`src/rtl/muldiv_ctrl_if.sv`:
```
// rtl/muldiv_ctrl_if.sv - EX-stage request/response bundle for the HI/LO multiply-divide unit
//   master (pipeline side): op_valid, mult{multu,mult}, div{divu,div}, mfhl{mfhi,mflo},
//                           mthl{mthi,mtlo}, src_a (rs), src_b (rt), cancel
//   slave  (muldiv_ctrl):   busy, stall, done, hl_rdata, hi, lo
interface muldiv_ctrl_if;
    logic        op_valid;
    logic [1:0]  mult;
    logic [1:0]  div;
    logic [1:0]  mfhl;
    logic [1:0]  mthl;
    logic [31:0] src_a;
    logic [31:0] src_b;
    logic        cancel;
    logic        busy;
    logic        stall;
    logic        done;
    logic [31:0] hl_rdata;
    logic [31:0] hi;
    logic [31:0] lo;

    modport master (
        output op_valid, mult, div, mfhl, mthl, src_a, src_b, cancel,
        input  busy, stall, done, hl_rdata, hi, lo
    );

    modport slave (
        input  op_valid, mult, div, mfhl, mthl, src_a, src_b, cancel,
        output busy, stall, done, hl_rdata, hi, lo
    );
endinterface

```
`src/rtl/muldiv_ctrl.sv`:
```
// rtl/muldiv_ctrl.sv - multi-cycle multiply/divide controller owning architectural HI/LO
//   clk  : sole clock, rising edge
//   rst  : asynchronous active-high reset
//   bus  : muldiv_ctrl_if.slave (operation decode/operands in; busy/stall/done/hl_rdata/hi/lo out)
//   MULDIV_FAST_MUL_EN : when defined, multiply completes one edge after issue (MUL1->IDLE)
module muldiv_ctrl (
    input  logic           clk,
    input  logic           rst,
    muldiv_ctrl_if.slave   bus
);
    typedef enum logic [2:0] {IDLE, MUL1, MUL2, DIV_RUN, DIV_FIX} state_t;

    state_t      state_q, state_d;
    logic [31:0] hi_q, hi_d, lo_q, lo_d;
    // Divide reuses a_q as the dividend/quotient shift register and b_q as divisor magnitude.
    logic [32:0] a_q, a_d, b_q, b_d;
    logic [31:0] rem_q, rem_d;
    logic [5:0]  cnt_q, cnt_d;
    logic        q_neg_q, q_neg_d, r_neg_q, r_neg_d;
    logic        done_q, done_d;
`ifndef MULDIV_FAST_MUL_EN
    logic [63:0] prod_q, prod_d;
`endif

    logic [63:0] a_ext, b_ext, prod_full;
    logic [32:0] rem_sh, rem_diff;
    logic        sa, sb;
    logic [31:0] mag_a, mag_b;

    // Operands are held as 33-bit values (sign- or zero-extended at issue), so one
    // 64-bit two's complement product serves both mult and multu.
    assign a_ext     = {{31{a_q[32]}}, a_q};
    assign b_ext     = {{31{b_q[32]}}, b_q};
    assign prod_full = a_ext * b_ext;

    // Restoring step: shift next dividend bit into the partial remainder, subtract
    // if it fits. rem_diff[32] set means the trial subtraction went negative.
    assign rem_sh   = {rem_q, a_q[31]};
    assign rem_diff = rem_sh - {1'b0, b_q[31:0]};

    assign sa    = bus.div[0] & bus.src_a[31];
    assign sb    = bus.div[0] & bus.src_b[31];
    assign mag_a = sa ? (32'd0 - bus.src_a) : bus.src_a;
    assign mag_b = sb ? (32'd0 - bus.src_b) : bus.src_b;

    always_comb begin
        state_d = state_q;
        hi_d    = hi_q;
        lo_d    = lo_q;
        a_d     = a_q;
        b_d     = b_q;
        rem_d   = rem_q;
        cnt_d   = cnt_q;
        q_neg_d = q_neg_q;
        r_neg_d = r_neg_q;
        done_d  = 1'b0;
`ifndef MULDIV_FAST_MUL_EN
        prod_d  = prod_q;
`endif
        case (state_q)
            IDLE: begin
                if (bus.op_valid) begin
                    if (|bus.mult) begin
                        a_d     = {bus.mult[0] & bus.src_a[31], bus.src_a};
                        b_d     = {bus.mult[0] & bus.src_b[31], bus.src_b};
                        state_d = MUL1;
                    end else if (|bus.div) begin
                        if (bus.src_b == 32'd0) begin
                            // Divide by zero: preload the fixed result and let DIV_FIX write it unsigned.
                            a_d     = {1'b0, 32'hFFFF_FFFF};
                            rem_d   = bus.src_a;
                            q_neg_d = 1'b0;
                            r_neg_d = 1'b0;
                            state_d = DIV_FIX;
                        end else begin
                            a_d     = {1'b0, mag_a};
                            b_d     = {1'b0, mag_b};
                            rem_d   = 32'd0;
                            cnt_d   = 6'd0;
                            q_neg_d = sa ^ sb;
                            r_neg_d = sa;
                            state_d = DIV_RUN;
                        end
                    end else begin
                        if (bus.mthl[1]) hi_d = bus.src_a;
                        if (bus.mthl[0]) lo_d = bus.src_a;
                    end
                end
            end
            MUL1: begin
`ifdef MULDIV_FAST_MUL_EN
                hi_d    = prod_full[63:32];
                lo_d    = prod_full[31:0];
                done_d  = 1'b1;
                state_d = IDLE;
`else
                prod_d  = prod_full;
                state_d = MUL2;
`endif
            end
            MUL2: begin
`ifndef MULDIV_FAST_MUL_EN
                hi_d    = prod_q[63:32];
                lo_d    = prod_q[31:0];
                done_d  = 1'b1;
`endif
                state_d = IDLE;
            end
            DIV_RUN: begin
                if (!rem_diff[32]) begin
                    rem_d = rem_diff[31:0];
                    a_d   = {1'b0, a_q[30:0], 1'b1};
                end else begin
                    rem_d = rem_sh[31:0];
                    a_d   = {1'b0, a_q[30:0], 1'b0};
                end
                cnt_d = cnt_q + 6'd1;
                if (cnt_q == 6'd31) state_d = DIV_FIX;
            end
            DIV_FIX: begin
                lo_d    = q_neg_q ? (32'd0 - a_q[31:0]) : a_q[31:0];
                hi_d    = r_neg_q ? (32'd0 - rem_q) : rem_q;
                done_d  = 1'b1;
                state_d = IDLE;
            end
            default: state_d = IDLE;
        endcase

        // Flush wins over any completion, issue or mthi/mtlo write in the same cycle.
        if (bus.cancel) begin
            state_d = IDLE;
            hi_d    = hi_q;
            lo_d    = lo_q;
            done_d  = 1'b0;
        end
    end

    always_ff @(posedge clk or posedge rst) begin
        if (rst) begin
            state_q <= IDLE;
            hi_q    <= 32'd0;
            lo_q    <= 32'd0;
            a_q     <= 33'd0;
            b_q     <= 33'd0;
            rem_q   <= 32'd0;
            cnt_q   <= 6'd0;
            q_neg_q <= 1'b0;
            r_neg_q <= 1'b0;
            done_q  <= 1'b0;
`ifndef MULDIV_FAST_MUL_EN
            prod_q  <= 64'd0;
`endif
        end else begin
            state_q <= state_d;
            hi_q    <= hi_d;
            lo_q    <= lo_d;
            a_q     <= a_d;
            b_q     <= b_d;
            rem_q   <= rem_d;
            cnt_q   <= cnt_d;
            q_neg_q <= q_neg_d;
            r_neg_q <= r_neg_d;
            done_q  <= done_d;
`ifndef MULDIV_FAST_MUL_EN
            prod_q  <= prod_d;
`endif
        end
    end

    assign bus.busy     = (state_q != IDLE);
    assign bus.stall    = bus.busy & bus.op_valid &
                          (|bus.mult | |bus.div | |bus.mfhl | |bus.mthl);
    assign bus.done     = done_q;
    assign bus.hi       = hi_q;
    assign bus.lo       = lo_q;
    assign bus.hl_rdata = bus.mfhl[1] ? hi_q : (bus.mfhl[0] ? lo_q : 32'd0);
endmodule
```
`src/flat_wrapper.sv`:
```
// flat-port wrapper written by rule: the top's interface ports become plain ports
module muldiv_ctrl_flat 
  (clk, rst, bus_op_valid, bus_mult, bus_div, bus_mfhl, bus_mthl, bus_src_a, bus_src_b, bus_cancel, bus_busy, bus_stall, bus_done, bus_hl_rdata, bus_hi, bus_lo);
  muldiv_ctrl_if bus_i ();
  input  logic clk;
  input  logic rst;
  input wire logic [$bits(bus_i.op_valid)-1:0] bus_op_valid;
  input wire logic [$bits(bus_i.mult)-1:0] bus_mult;
  input wire logic [$bits(bus_i.div)-1:0] bus_div;
  input wire logic [$bits(bus_i.mfhl)-1:0] bus_mfhl;
  input wire logic [$bits(bus_i.mthl)-1:0] bus_mthl;
  input wire logic [$bits(bus_i.src_a)-1:0] bus_src_a;
  input wire logic [$bits(bus_i.src_b)-1:0] bus_src_b;
  input wire logic [$bits(bus_i.cancel)-1:0] bus_cancel;
  output wire logic [$bits(bus_i.busy)-1:0] bus_busy;
  output wire logic [$bits(bus_i.stall)-1:0] bus_stall;
  output wire logic [$bits(bus_i.done)-1:0] bus_done;
  output wire logic [$bits(bus_i.hl_rdata)-1:0] bus_hl_rdata;
  output wire logic [$bits(bus_i.hi)-1:0] bus_hi;
  output wire logic [$bits(bus_i.lo)-1:0] bus_lo;
  assign bus_i.op_valid = bus_op_valid;
  assign bus_i.mult = bus_mult;
  assign bus_i.div = bus_div;
  assign bus_i.mfhl = bus_mfhl;
  assign bus_i.mthl = bus_mthl;
  assign bus_i.src_a = bus_src_a;
  assign bus_i.src_b = bus_src_b;
  assign bus_i.cancel = bus_cancel;
  assign bus_busy = bus_i.busy;
  assign bus_stall = bus_i.stall;
  assign bus_done = bus_i.done;
  assign bus_hl_rdata = bus_i.hl_rdata;
  assign bus_hi = bus_i.hi;
  assign bus_lo = bus_i.lo;
  muldiv_ctrl u_core (.clk(clk), .rst(rst), .bus(bus_i));
endmodule
```
`config.mk`:
```
export PLATFORM = sky130hd
export DESIGN_NAME = muldiv_ctrl_flat
export DESIGN_NICKNAME = d
export VERILOG_FILES = /design/src/rtl/muldiv_ctrl_if.sv /design/src/rtl/muldiv_ctrl.sv /design/src/flat_wrapper.sv
export SDC_FILE = /design/constraint.sdc
export NUM_CORES = 2
export LEC_CHECK = 0
export BUFFER_PORTS_ARGS = -buffer_cell sky130_fd_sc_hd__buf_2
export CAP_MARGIN = 10
export CELL_PAD_IN_SITES_DETAIL_PLACEMENT = 1
export CELL_PAD_IN_SITES_GLOBAL_PLACEMENT = 1
export CORE_UTILIZATION = 32
export DETAILED_ROUTE_END_ITERATION = 8
export GPL_ROUTABILITY_DRIVEN = 1
export PLACE_DENSITY = 0.61
export SETUP_SLACK_MARGIN = 0.1
export SYNTH_ARGS = -nofsm -noshare
export SYNTH_HDL_FRONTEND = slang
export SYNTH_SLANG_ARGS = --single-unit
```
`constraint.sdc`:
```
create_clock -name clk -period 11 [get_ports clk]
set_clock_uncertainty 0.2 [all_clocks]
set_input_delay 1.1 -clock clk [delete_from_list [all_inputs] [get_ports clk]]
set_output_delay 1.1 -clock clk [all_outputs]
set_load 0.1 [all_outputs]
```
==> impl_metrics.csv <==
group,metric,value,unit
layout,area_growth,8.30,%
floorplanning,initial_utilization,32.3,%
synthesis,syn_nets,7446,
sta,max_slew_margin,11.2,%
sta,finalHoldViolations,0,
cts,post_cts_resized,0,
setup_path,end_kind,"register",
sta,fin_crit_sh,89.5,%
setup_path,crit_chain,"nand2_1 > inv_1 > fa_1 > fa_1 > fa_1 > inv_1 > fa_1 > inv_1 > fa_1 > fa_1 > fa_1 > inv_1 > fa_1 > inv_1 > ha_1 > nand2_1 > nor2_1 > nand2_1 > a2111oi_2 > nor2_2 > a21oi_4 > a31oi_2 > or4_1 > nand3_1",
floorplanning,io_pins,175,
status,run_status,"finished with violations",
global_routing,track_usage,24.6,%
setup_path,cp_slowest_cell,"dfrtp_1",
sta,timing.setup.tns,0,ns
cts,cts_tree,"yes",
synthesis,yosysMostFrequentCell,"fa_1",
global_routing,first_global_vias,46721,
synthesis,synth_area_leaders,"fa_1 (42%), dfrtp_1 (11%), inv_1 (7.9%), ha_1 (5.9%), and2_1 (5.8%)",
drt,drc,16,
placement,io_buffers,174,
hold_path,hold_class,"reg2reg",
cts,cts_sinks,238,
hold_path,hold_depth,2,
layout,multi_input_area,0.0419,mm²
layout,final_nets,7417,
cts,post_cts_buffers,0,
layout,fillCellCount,19318,
synthesis,ys_types,94,
setup_path,cpPeakStageDelay,1.14,ns
global_routing,grt_max_degree,118,
drt,via_count,42353,
setup_path,reg2reg_depth,24,
synthesis,synth_edf_count,0,
floorplanning,die_w,411,µm
synthesis,syn_inst,5994,
sta,finalSetupViolCount,0,
setup_path,worstSetupPathType,"reg2reg",
cts,clk_pin_slew,0.06,ns
global_routing,grt_overflow,0,
status,violations,"design-rule violations",
cts,clk_latency,0.57,ns
drt,ant_nets,0,
cts,cts_made_buffers,34,
placement,dp_hpwl,168000,µm
drt,routed_via_density,5.17,
global_routing,grt_pass1_wl,308000,µm
drt,dr.pass1.iters,7,
floorplanning,die_y,411,µm
sta,worstMarginPinSlew,1.33,ns
cts,holdBufCountCts,0,
sta,rsz0062_at_grt,"no",
setup_path,arrival,10.15,ns
setup_path,cp_max_fo,27,
floorplanning,rows,149,
flow_run,maxCapViolCount,0,
synthesis,synth_sequential_area_ratio,11.2,%
setup_path,start_kind,"register",
cts,cts_root_buffer,"clkbuf_16",
synthesis,netlist_area,0.0534,mm²
layout,ff_latch_area,0.00597,mm²
drt,routed_wl,205000,µm
sta,fmax,102,MHz
layout,drive_gt1_share,7.29,%
synthesis,synth_top_area_cell,"fa_1",
drt,detail_route.wl_per_cell,25.1,µm
setup_path,cp_data_required_time,11.30,ns
synthesis,ys.flop_type,"dfrtp_1",
placement,gp_congestion,0.943,
synthesis,synth_top_area_share,42.2,%
global_routing,antenna_found_initial,18,
floorplanning,core,0.165,mm²
synthesis,postSynthAreaPerCell,8.91,µm²
synthesis,synthTopCellsByCount,"fa_1 (1126), inv_1 (1121), nand2_1 (792), and2_1 (499), clkbuf_1 (319)",
cts,htreeDepth,2,
synthesis,synth-seq-cells,238,
cts,cts.path.max_buffers,3,
drt,drt_iter0_drc,2797,
sta,period_needed,9.85,ns
synthesis,ys_warn_count,0,
synthesis,synthArstFlopShare,100,%
sta,slew_viol_final,0,
setup_path,critical_path.most_common_cell,"fa_1",
floorplanning,fp.dieArea,0.169,mm²
-- path summary, 6_finish.rpt --
check                                 startpoint  slack [ns]           endpoint
max in group asynchronous                    rst        8.33     u_core.a_q[18]
min in group asynchronous                    rst        0.48   u_core.bus.hi[3]
worst max register to register     u_core.b_q[0]        1.15  u_core.prod_q[63]
worst min register to register  u_core.prod_q[0]        0.28   u_core.prod_q[0]
worst max-delay path               u_core.b_q[0]        1.15  u_core.prod_q[63]
worst min-delay path            u_core.prod_q[0]        0.28   u_core.prod_q[0]
-- cells by family (layout without fill, tap and decap cells) --
kind of cell               Yosys count  count (layout)  share of synthesized area, %
muxes                               19              19                         0.358
AOI/OAI and AO/OA                  801             801                          9.63
xor gates and xnor gates           218             218                          3.58
buffers and inverters             1496            1493                          10.6
other                                0               5                             0
and+or+nand+nor                   1846            1846                          16.6
adders and majority gates         1376            1376                          48.1
DFF                                238             238                          11.2
-- layer usage --
metal  up-vias  global-route usage, %  part of all wire, %
met5         -                      0                0.014
met1     22649                   33.3                   43
met4         6                   8.95                  4.2
met3       296                   2.86                  5.4
li1      18243                      -                    -
met2      1159                   40.6                   47
-- critical path: cells and delay by family (launching register included) --
kind | cells | cell delay, ns
AO/OA/AOI/OAI | 3 | 0.96
AND/OR/NAND/NOR | 7 | 1.49
adder cells (fa/ha/maj) | 9 | 5.11
buffers and inverters | 5 | 0.84
flip-flops | 1 | 1.14
-- cell type report --
type	instances	area share [%]
clock inverter	10	0.231
sequential	238	10.3
multi-input combinational	4260	72.4
clock buffer	52	1.71
tap	2189	4.74
inverter	1123	7.30
antenna	5	0.0216
timing repair buffer	308	3.27
-- cell usage in the layout, fill, tap and decap left out, types with 15 or more instances in the layout --
cell type,synthesis,routed
a221oi_1,61,61
mux2i_1,18,18
dfrtp_1,238,223
xnor2_1,108,108
dfrtp_2,0,15
nor2b_1,40,39
xor2_1,110,110
a31oi_1,25,25
a211oi_1,23,23
and3_1,20,20
nor3_1,27,25
buf_2,14,174
nand2_1,792,790
buf_4,4,133
nand2b_1,29,29
ha_1,250,250
nand3_1,61,61
o22ai_1,21,21
a22o_1,32,32
o21ai_0,227,227
nor2_1,280,277
a21oi_1,208,206
nand4_1,21,21
o31ai_1,31,31
clkbuf_16,0,35
fa_1,1126,1126
a21o_1,44,44
inv_1,1121,1120
o211ai_1,19,19
and2_1,499,498
o21ai_1,15,15
-- state kept, by name, indices dropped and copies added, names as in the netlist --
signal,count
u_core.r_neg_q,1
u_core.cnt_q,6
u_core.a_q,33
u_core.bus.hi,32
u_core.bus.lo,32
u_core.state_q,3
u_core.prod_q,64
u_core.b_q,33
u_core.bus.done,1
u_core.q_neg_q,1
u_core.rem_q,32
-- stage by stage --
stage / cells / hold WS [ns] / util (%) / setup WS, ns / cell area, µm²
CTS: 8180 / 0.272 / 35.0 / 1.20 / 57800
global placement: 8118 / 0.260 / 34.3 / 1.32 / 56700
floorplan: 5994 / 0.239 / - / 2.77 / 53400
global route: 8181 / 0.309 / 35.0 / 0.752 / 57800
detailed placement: 8118 / 0.260 / 34.3 / 1.20 / 56700
finish: 8185 / 0.279 / 35.0 / 1.15 / 57800
Power is not shown: default switching activity piles up to over one toggle a cycle in this logic, so the estimate is an artifact.
